$ cat src/rtl/rr_arb_8to1.sv
// rtl/rr_arb_8to1.sv - round-robin arbiter and sequencer for a shared 8:1 single-bit select datapath
//
// Grants the datapath to one of eight requesters at a time. Priority rotates so
// that the most recent owner always has the lowest priority. A hold limit
// forces the grant to move on once another requester is waiting.
//
// Parameters:
//   MAX_HOLD  maximum consecutive grant cycles while another request is pending (2..256)
// Ports:
//   clk    in   rising-edge clock
//   rst_n  in   synchronous active-low reset
//   req    in   [7:0] request lines, req[k] held high while requester k wants the datapath
//   i      in   [7:0] data bits, i[k] sourced by requester k
//   gnt    out  [7:0] one-hot grant (registered)
//   s      out  [2:0] index of the current owner (registered)
//   v      out  grant valid, high exactly when gnt != 0 (registered)
//   y      out  muxed data, y = v & i[s] (combinational)
module rr_arb_8to1 #(
  parameter int MAX_HOLD = 16
) (
  input  logic       clk,
  input  logic       rst_n,
  input  logic [7:0] req,
  input  logic [7:0] i,
  output logic [7:0] gnt,
  output logic [2:0] s,
  output logic       v,
  output logic       y
);

  localparam int CW = $clog2(MAX_HOLD);
  localparam logic [CW-1:0] CNT_MAX = CW'(MAX_HOLD - 1);

  typedef enum logic {IDLE, GRANT} state_t;

  state_t        state, state_n;
  logic [2:0]    ptr, ptr_n;
  logic [CW-1:0] cnt, cnt_n;
  logic [7:0]    gnt_n;
  logic [2:0]    s_n;
  logic          v_n;

  logic [3:0]    win_all;
  logic [3:0]    win_ex;
  logic          issue;
  logic [2:0]    issue_idx;

  // Returns {found, index} of the first set bit of m in circular order
  // starting at p. Scanning offsets from far to near lets the nearest hit win.
  function automatic logic [3:0] rr_find(input logic [7:0] m, input logic [2:0] p);
    logic [3:0] r;
    logic [2:0] idx;
    r = 4'b0;
    for (int off = 7; off >= 0; off--) begin
      idx = p + 3'(off);
      if (m[idx]) r = {1'b1, idx};
    end
    return r;
  endfunction

  always_comb begin
    state_n   = state;
    gnt_n     = gnt;
    s_n       = s;
    v_n       = v;
    ptr_n     = ptr;
    cnt_n     = cnt;
    issue     = 1'b0;
    issue_idx = 3'd0;

    win_all = rr_find(req, ptr);
    // gnt is the one-hot of s while granting, so it masks the owner out
    win_ex  = rr_find(req & ~gnt, ptr);

    case (state)
      IDLE: begin
        gnt_n = 8'h00;
        v_n   = 1'b0;
        if (win_all[3]) begin
          issue     = 1'b1;
          issue_idx = win_all[2:0];
        end
      end
      GRANT: begin
        // Release and forced rotation share one path; the owner's own
        // request is excluded, so it is re-arbitrated only from IDLE or later
        if (!req[s] || (cnt == CNT_MAX && win_ex[3])) begin
          if (win_ex[3]) begin
            issue     = 1'b1;
            issue_idx = win_ex[2:0];
          end else begin
            state_n = IDLE;
            gnt_n   = 8'h00;
            v_n     = 1'b0;
          end
        end else if (cnt != CNT_MAX) begin
          cnt_n = cnt + 1'b1;
        end
      end
      default: begin
        state_n = IDLE;
        gnt_n   = 8'h00;
        v_n     = 1'b0;
      end
    endcase

    if (issue) begin
      state_n = GRANT;
      gnt_n   = 8'b1 << issue_idx;
      s_n     = issue_idx;
      v_n     = 1'b1;
      ptr_n   = issue_idx + 3'd1;
      cnt_n   = '0;
    end
  end

  always_ff @(posedge clk) begin
    if (!rst_n) begin
      state <= IDLE;
      gnt   <= 8'h00;
      s     <= 3'd0;
      v     <= 1'b0;
      ptr   <= 3'd0;
      cnt   <= '0;
    end else begin
      state <= state_n;
      gnt   <= gnt_n;
      s     <= s_n;
      v     <= v_n;
      ptr   <= ptr_n;
      cnt   <= cnt_n;
    end
  end

  assign y = v & i[s];

endmodule

$ cat config.mk
export PLATFORM = sky130hd
export DESIGN_NAME = rr_arb_8to1
export DESIGN_NICKNAME = d
export VERILOG_FILES = /design/src/rtl/rr_arb_8to1.sv
export SDC_FILE = /design/constraint.sdc
export NUM_CORES = 1
export LEC_CHECK = 0
export CAP_MARGIN = 20
export CORE_MARGIN = 5
export CORE_UTILIZATION = 40
export CTS_BUF_LIST = sky130_fd_sc_hd__clkbuf_4
export DETAILED_ROUTE_END_ITERATION = 6
export PLACE_DENSITY = 0.58
export SLEW_MARGIN = 20
export SYNTH_ARGS = -nofsm -noshare
export SYNTH_HDL_FRONTEND = slang
export SYNTH_SLANG_ARGS = --single-unit
export TNS_END_PERCENT = 30
$ cat constraint.sdc
create_clock -name clk -period 4.4 [get_ports clk]
set_input_delay 1.32 -clock clk [delete_from_list [all_inputs] [get_ports clk]]
set_output_delay 1.32 -clock clk [all_outputs]
set_load 0.05 [all_outputs]
### After elaboration in Yosys (flattened, before gate mapping)

Index checks and enable logic that the tools add are counted.

* register bits after elaboration: 20
* bits of input ports: 18
* output and inout bits: 13
* word-level logic and storage cells: 112

* add/subtract/negate cells: 9
* order comparisons: 9
* equality and inequality tests: 4
* shifts and indexed selects: 1
* muxes and demuxes: 71
* bitwise logic cells: 6
* reductions and logical operators: 6

Operators by type and width (count)
* $mux 4: 16
* $bmux 1 s3: 18
* $lt 3x4->1 const B: 9
* $mux 1: 27
* $mux 8: 3
* $pmux 8 s2: 1
* $add 3x3->3 const B: 4
* $mux 3: 3
* $and 8x8->8: 1
* $not 8->8: 1
* $shl 1x3->8 const A: 1
* $add 3x1->3 const B: 2
* $add 3x2->3 const B: 2
* $pmux 3 s2: 1
* $add 4x1->4 const B: 1
* $eq 4x4->1 const B: 1
* $ne 4x4->1 const B: 1
* $pmux 1 s2: 2
* $ne 3x1->1 const B: 1
* $ne 3x2->1 const B: 1
* $not 1->1: 3
* $reduce_and 3->1: 1
* $reduce_and 2->1: 1
* $reduce_or 2->1: 1
* other kinds (4): 4

### Longest topological paths before layout

Gate-level depths: netlist of the first run.

* word-level depth: 18
* mapped depth: 17

### Worst setup path before layout of the first run

OpenSTA, ideal clock, no wires.

* kind: input to output
* start point: input i[5]
* end point: output y
* data arrival time: 2.720 ns
* data required time: 3.080 ns
* path slack: 0.360 ns
* stages: 3
* path through: mux4_2 nand2_1 a21boi_0

* cells in the longest elaborated chain, start to end: 3

RTL lines
* from (decl): line 24 `input logic [7:0] i,`
* $bmux 1 s3: line 135 `assign y = v & i[s];`
* $mux 1 (implied by the code): line 135
* $and 1x1->1: line 135
* to (decl): line 28 `output logic y`

No other way between the ends. The select of a mux whose other input is x is not followed.

### Final worst setup path of the first run

* start point: input req[2]
* end point: register gnt[1]

* cells in the longest elaborated chain, start to end: 17
* elaborated cells on any way between the ends: 67
* classes of those cells: eq/ne: 2; shift: 1; mux: 59; bitwise: 1; reduce/logical: 4

RTL lines
* from (decl): line 23 `input logic [7:0] req,`
* $and 8x8->8: line 73 `win_ex = rr_find(req & ~gnt, ptr);`
* $bmux 1 s3: line 56 `if (m[idx]) r = {1'b1, idx};`
* $mux 1 (implied by the code): line 56
* $mux 4 (8 in series): line 56
* $logic_and 1x1->1: line 87 `if (!req[s] || (cnt == CNT_MAX && win_ex[3])) begin`
* $logic_or 1x1->1: line 87
* $mux 3: line 87
* $pmux 3 s2 *: line 75 `case (state)`
* named net issue_idx[0]: line 46 `logic [2:0] issue_idx;`
* $shl 1x3->8 *: line 109 `gnt_n = 8'b1 << issue_idx;`
* $mux 8 *: line 107 `if (issue) begin`
* to (signal assigned): line 127 `gnt <= gnt_n;`
* to (decl): line 25 `output logic [7:0] gnt,`

Mark *: on every way through the listed nets, which the timed path passes. The rest lies on a longest branch. The select of a mux whose other input is x is not followed.
A chain may end at the register's enable or synchronous reset.

==> results of run 1 <==
path summary, 6_finish.rpt:
path	start	endpoint	slack [ns]	depth (start not counted)
setup / recovery	req[2]	gnt[1]	0.15	13
setup reg to reg	ptr[1]	gnt[1]	0.52	13
hold reg to reg	cnt[1]	cnt[1]	0.49	2
hold / removal	cnt[1]	cnt[1]	0.49	2
repair_timing:
| action | in CTS | in global routing |
|---|---|---|
| resized for setup | 0 | 1 |
| hold endpoints to repair | 0 | 0 |
| endpoints found under the setup margin | 0 | 1 |
worst register-to-register path, cell delays in order, from the launching register on:
cell      delay (ns)
dfxtp_1         0.38
clkinv_1        0.30
ha_1            0.72
mux4_2          0.42
or3_1           0.38
or4_4           0.45
and3_4          0.21
o31ai_1         0.06
and2_1          0.22
buf_4           0.16
inv_4           0.03
ha_1            0.22
a32oi_1         0.18
nor2b_1         0.06
flip-flops by register name (all words and copies together), names as in the netlist:
register and cells:
v 1, state 1, cnt 4, s 3
gnt 8, ptr 3
layer usage:
layer | vias to the layer above | track usage | part of all wire
met5 | - | 0 | 0
met4 | 0 | 0.03297 | 0.0088
met3 | 6 | 0.009748 | 0.060
met2 | 117 | 0.3341 | 0.49
met1 | 1344 | 0.2707 | 0.44
li1 | 1314 | - | -
synth_stat cells (all sizes together) (2+ instances only):
cell type,count,area share
and3,4,0.011
inv,9,0.015
a311oi,2,0.0064
mux2,6,0.026
or4,2,0.0068
o22a,2,0.0064
mux2i,17,0.062
xnor2,3,0.0096
a22o,2,0.0064
nand3,11,0.020
nor2,17,0.026
and2,5,0.011
a22oi,3,0.0082
clkbuf,7,0.0096
o31ai,2,0.0055
ha,7,0.032
o211a,3,0.011
nor3,7,0.013
a211oi,4,0.011
o21ai,12,0.023
mux4,26,0.23
a21oi,20,0.036
a21boi,5,0.014
nor2b,15,0.034
nor4,3,0.0068
a21o,3,0.0082
o22ai,5,0.011
o211ai,5,0.014
buf,14,0.035
dfxtp,20,0.15
nand2,29,0.040
a32oi,2,0.0064
a221oi,4,0.013
xor2,4,0.013
nand2b,12,0.027
per-stage QoR:
step	utilization	std cells	instance area, sq um
global route	0.5019	444	3391
finish	0.5019	444	3391
detailed placement	0.4985	441	3368
global placement	0.4985	441	3368
floorplan	-	308	2750
CTS	0.5019	444	3391
power by group through the flow:
stage                     clock [mW]  sequential [mW]  combinational, mW
final                         0.0840            0.298               2.25
after global routing          0.0949            0.306               2.43
after CTS                     0.0874            0.298               2.23
after detailed placement           0            0.303               2.22
after global placement             0            0.303               2.21
after floorplan                    0            0.387               1.44
kinds of logic (layout without fill, tap and decap cells):
group           Yosys count  in the layout  share of synthesized area
compound gates           84             84                     0.2148
xor+xnor                  7              7                    0.02229
fa+ha+maj                 7              7                    0.03185
buf+inv                  31             87                    0.06096
flops                    20             20                     0.1456
mux                      49             49                     0.3130
simple gates            110            110                     0.2116
final cells by class:
cell class,count,area [sq um]
flip-flops and latches,20,400.4
well taps,80,100.1
multi-input cells,257,2182
fillers,643,3366
repair buffers,74,640.6
clock buffers,3,22.52
inverters,10,45.04
==> results.txt, run 1 <==
Power Total: 2.637 mW
GR Util All Layers: 0.1936
Crit Path Max Fanout: 6
Detail Route Antenna Nets: 0
CORE AREA: 6756 sq um
Layout cells sized above 1: 0.2253
Minimum clock period after layout: 4.248 ns
Post-layout nets: 391
Synth cell types: 66
Die W: 92.92 microns
Top_reg_cell synth: dfxtp_1
Net Sw Power: 1.322 mW
Via count: 2781
Number of synthesized register bits: 20
Worst skew pair latency: 0.29 ns
TritonCTS buffer count: 3
Clock power frac: 0.032
Vias in the first global route: 2620
Seq pwr share: 0.113
CP most frequent cell: buf_4
Post-synth EDFFs: 0
Max-Cap Viols: 0
Status: finished clean
Final hold slack: 0.4920 ns
Commonest non-fill, non-tap cell in the layout: buf_4
Fmax achieved: 235.4 MHz
Congestion Overflow GR: 0
I/O pins: 31
Critical path's largest stage delay: 0.53 ns
Synthesized area per cell: 8.929 sq um
Vias per cell: 6.264
Netlist Area Pre-Place: 2750 sq um
Crit path launch type: input pin
Final worst path period share: 0.9654
Initial drt markers: 276
Gpl congestion: 0.9791
Buf/Inv on CP: 4
Antenna cells: 0
Total wire length: 8368 microns
Rel. slew slack: 0.6346
DRC Markers: 0
Setup TNS: 0 ns
VDD IR-drop max: 483.6 uV
Post-synth ARST share: 0
CTS tree: done
Syn Inst Count: 308
Place WS: -0.1161 ns
Chip height: 92.92 microns
Net Sw Frac: 0.5012
Critical path type: in -> reg
Initial Utilization: 0.4070
DIE AREA: 8633 sq um
Fin worst setup slack: 0.1523 ns
Sequential fraction of the synthesis area: 0.1456
Family with the most delay on the worst path: buffers and inverters
DP HPWL: 6564 microns
First-pass GRT wire length: 13560 microns
Final Hold Fails: 0
Post-CTS setup buffers: 0
Most frequent cells in the layout: buf_4 (44), clkdlybuf4s50_1 (29), nand2_1 (28)
Leakage Power: 1.345 nW
# port buffers: 30
Combinational fraction of design power: 0.855
Tightest Pin Transition: 0.5464 ns
P_int: 1.315 mW
PwrDens: 777.7 nW/um^2
Clk slew on worst S/H paths: 0.11 ns
Detailed Routing Iterations Pass 1: 5
Synth warnings: 0
# rows: 30
Root buffer cell: clkbuf_4
H-tree depth: 1
Initial antenna violation count: 0
Arr. time, crit path: 4.44 ns
RSZ-0062 raised after global routing: false
Area Growth Syn to Fin: 23.29%
DR WL/cell: 18.85 microns
Syn_nets: 333
Worst-path cell chain: clkdlybuf4s50_1 > buf_4 > mux4_2 > nor4_1 > a21o_1 > nor2_1 > mux2i_1 > and2_1 > buf_4 > inv_4 > ha_1 > a32oi_1 > nor2b_1
Max clock buf depth: 2
CP endpoint kind: flip-flop
Final setup vio count: 0
CP max stage cell: mux4_2
Max-slew violation count: 0
Worst Path Required: 4.60 ns
Pin count of the biggest net entering global routing: 30
Type of the worst min-delay path: reg -> reg
CTS sink cnt: 20
Clock Skew: 0.003981 ns
Number of hold buffers added after CTS: 0
(Power assumes the default switching activity.)
==> run 2: changes to the inputs <==
CAP_MARGIN = default   (was 20)
SKIP_LAST_GASP = 1   (was default)
==> results of run 2 <==
No change in the layout: final DEF, timing and power equal those of run 1.
==> run 3: changes to the inputs <==
SETUP_SLACK_MARGIN = 0.3   (was default)
==> results.txt, run 3 (synthesis gave the netlist of run 1 again) <==
Initial Utilization: 0.4070 (unchanged)
Arr. time, crit path: 4.17 ns (-0.27 ns)
DP Cell Count: 441 (unchanged)
Type of the worst min-delay path: reg -> reg
Initial antenna violation count: 0 (unchanged)
Root buffer cell: clkbuf_4
Pin count of the biggest net entering global routing: 30 (unchanged)
Tightest Pin Transition: 0.5356 ns (-0.01081 ns)
Commonest non-fill, non-tap cell in the layout: buf_4
# rows: 30 (unchanged)
Max-Cap Viols: 0 (unchanged)
Vias in the first global route: 2682 (+2.4%)
Via count: 2783 (+0.072%)
Worst r2r src: ptr[1]
VDD IR-drop max: 489.1 uV (+1.1%)
R2r setup slk: 0.57 ns (+0.05 ns)
PwrDens: 785.9 nW/um^2 (+1.0%)
Reg-to-reg endpoint: gnt[1]
Worst Hold Launch: cnt[1]
Worst skew pair latency: 0.30 ns (about the same)
Biggest register: gnt
DR WL/cell: 18.84 microns (about the same)
DIE AREA: 8633 sq um (unchanged)
DRC Markers: 0 (unchanged)
Final worst path period share: 0.9023 (-0.06306)
Vias per cell: 6.198 (-1.0%)
Hold path depth: 2 (unchanged)
Crit path launch type: input pin
DP HPWL: 6564 microns (unchanged)
Critical path type: in -> reg
Most frequent cells in the layout: buf_4 (48), nand2_1 (28), clkdlybuf4s50_1 (21)
Finished Cell Area: 3477 sq um (+2.5%)
Final Hold Fails: 0 (unchanged)
Gpl congestion: 0.9791 (unchanged)
Congestion Overflow GR: 0 (unchanged)
CTS sink cnt: 20 (unchanged)
Hold Path End: cnt[1]
Clock Skew: 0.003497 ns (-0.0004840 ns)
Max-slew violation count: 0 (unchanged)
Rel. slew slack: 0.6418 (+0.007227)
TritonCTS buffer count: 3 (unchanged)
Detailed Routing Iterations Pass 1: 5 (unchanged)
Biggest regs: gnt (8), cnt (4)
Fin util: 0.5146 (+0.01278)
Antenna cells: 0 (unchanged)
First-pass GRT wire length: 13850 microns (+2.1%)
Layout cells sized above 1: 0.2683 (+0.04302)
Clk slew on worst S/H paths: 0.11 ns (about the same)
Status: finished clean
Leakage Power: 1.404 nW (+4.4%)
Placed cell area: 3368 sq um (unchanged)
Post-layout nets: 396 (+1.3%)
Area Growth Syn to Fin: 26.43%
Critical path's largest stage delay: 0.53 ns (about the same)
CP endpoint kind: flip-flop
Initial drt markers: 293 (+6.2%)
Place WS: -0.1161 ns (unchanged)
Chip height: 92.92 microns (unchanged)
Minimum clock period after layout: 3.970 ns (-0.2775 ns)
Crit Path Max Fanout: 4 (-2)
Post-Layout Cell Count: 449 (+1.1%)
Max FFs per register: 8 (unchanged)
Final setup vio count: 0 (unchanged)
Worst-path cell chain: dlygate4sd2_1 > and2b_4 > buf_4 > mux2_4 > mux4_2 > or4_1 > a31oi_1 > o31ai_1 > and2_4 > buf_6 > ha_1 > nand2_1 > o21ai_0 > and2_1
Setup TNS: 0 ns (unchanged)
GR Util All Layers: 0.1979 (+0.004331)
Total wire length: 8459 microns (+1.1%)
Final hold slack: 0.4918 ns (-0.0002000 ns)
Worst Path Required: 4.60 ns (about the same)
CORE AREA: 6756 sq um (unchanged)
CP startpoint: req[7]
Die W: 92.92 microns (unchanged)
Fmax achieved: 251.9 MHz (+7.0%)
I/O pins: 31 (unchanged)
R2r worst-path depth: 13 (unchanged)
Power Total: 2.733 mW (+3.6%)
RSZ-0062 raised after global routing: false
Detail Route Antenna Nets: 0 (unchanged)
H-tree depth: 1 (unchanged)
# port buffers: 30 (unchanged)
Max clock buf depth: 2 (unchanged)
CTS tree: done
CP max stage cell: or4_1
Fin worst setup slack: 0.4297 ns (+0.2775 ns)
## run 3: cell types whose count changed in the layout (fill, tap and decap cells not counted), sizes merged
cell,change
buf,+5
clkdlybuf4s50,-8
dlygate4sd2,+6
dlymetal6s2s,+2
## run 3: layout make-up
type / instances / area, sq um
flip-flops and latches: 20 / 400.4
repair buffers: 79 / 679.4
fillers: 633 / 3279
multi-input cells: 257 / 2230
inverters: 10 / 45.04
clock buffers: 3 / 22.52
well taps: 80 / 100.1
## run 3: worst max path at each step
stage               endpoint  slack [ns]
floorplan                  y        0.36
global placement      gnt[1]       -0.13
detailed placement    gnt[1]       -0.12
CTS                   gnt[1]        0.32
global route          gnt[5]        0.35
finish                gnt[6]        0.43
## run 3: what timing repair did
action                     4_1_cts  5_1_grt
resized for setup               17        8
buffers inserted                 5        0
hold buffers                     0        0
pin swaps                        4        0
setup endpoints to repair        4       12
gates cloned                     0        0
## run 3: power by group
group          total, mW  internal, mW  switching, mW  leakage (nW)
logic               2.34          1.12           1.23          1.23
registers          0.303         0.228         0.0744         0.164
clock network     0.0855        0.0319         0.0536        0.0138
## run 3: worst max-delay path: cells and delay by family
kind                     cells  cell delay (ns)
multiplexers                 2             0.73
buffers and inverters        3             0.51
adder cells (fa/ha/maj)      1             0.20
AND/OR/NAND/NOR              5             1.10
AO/OA/AOI/OAI                3             0.33
## run 3: layer usage
layer  vias up  routed length (microns)  track usage
met5         -                        0            0
met4         0                      118      0.03907
met3        12                      453     0.009748
met2       120                     4136       0.3389
met1      1331                     3752       0.2770
li1       1320                        -            -
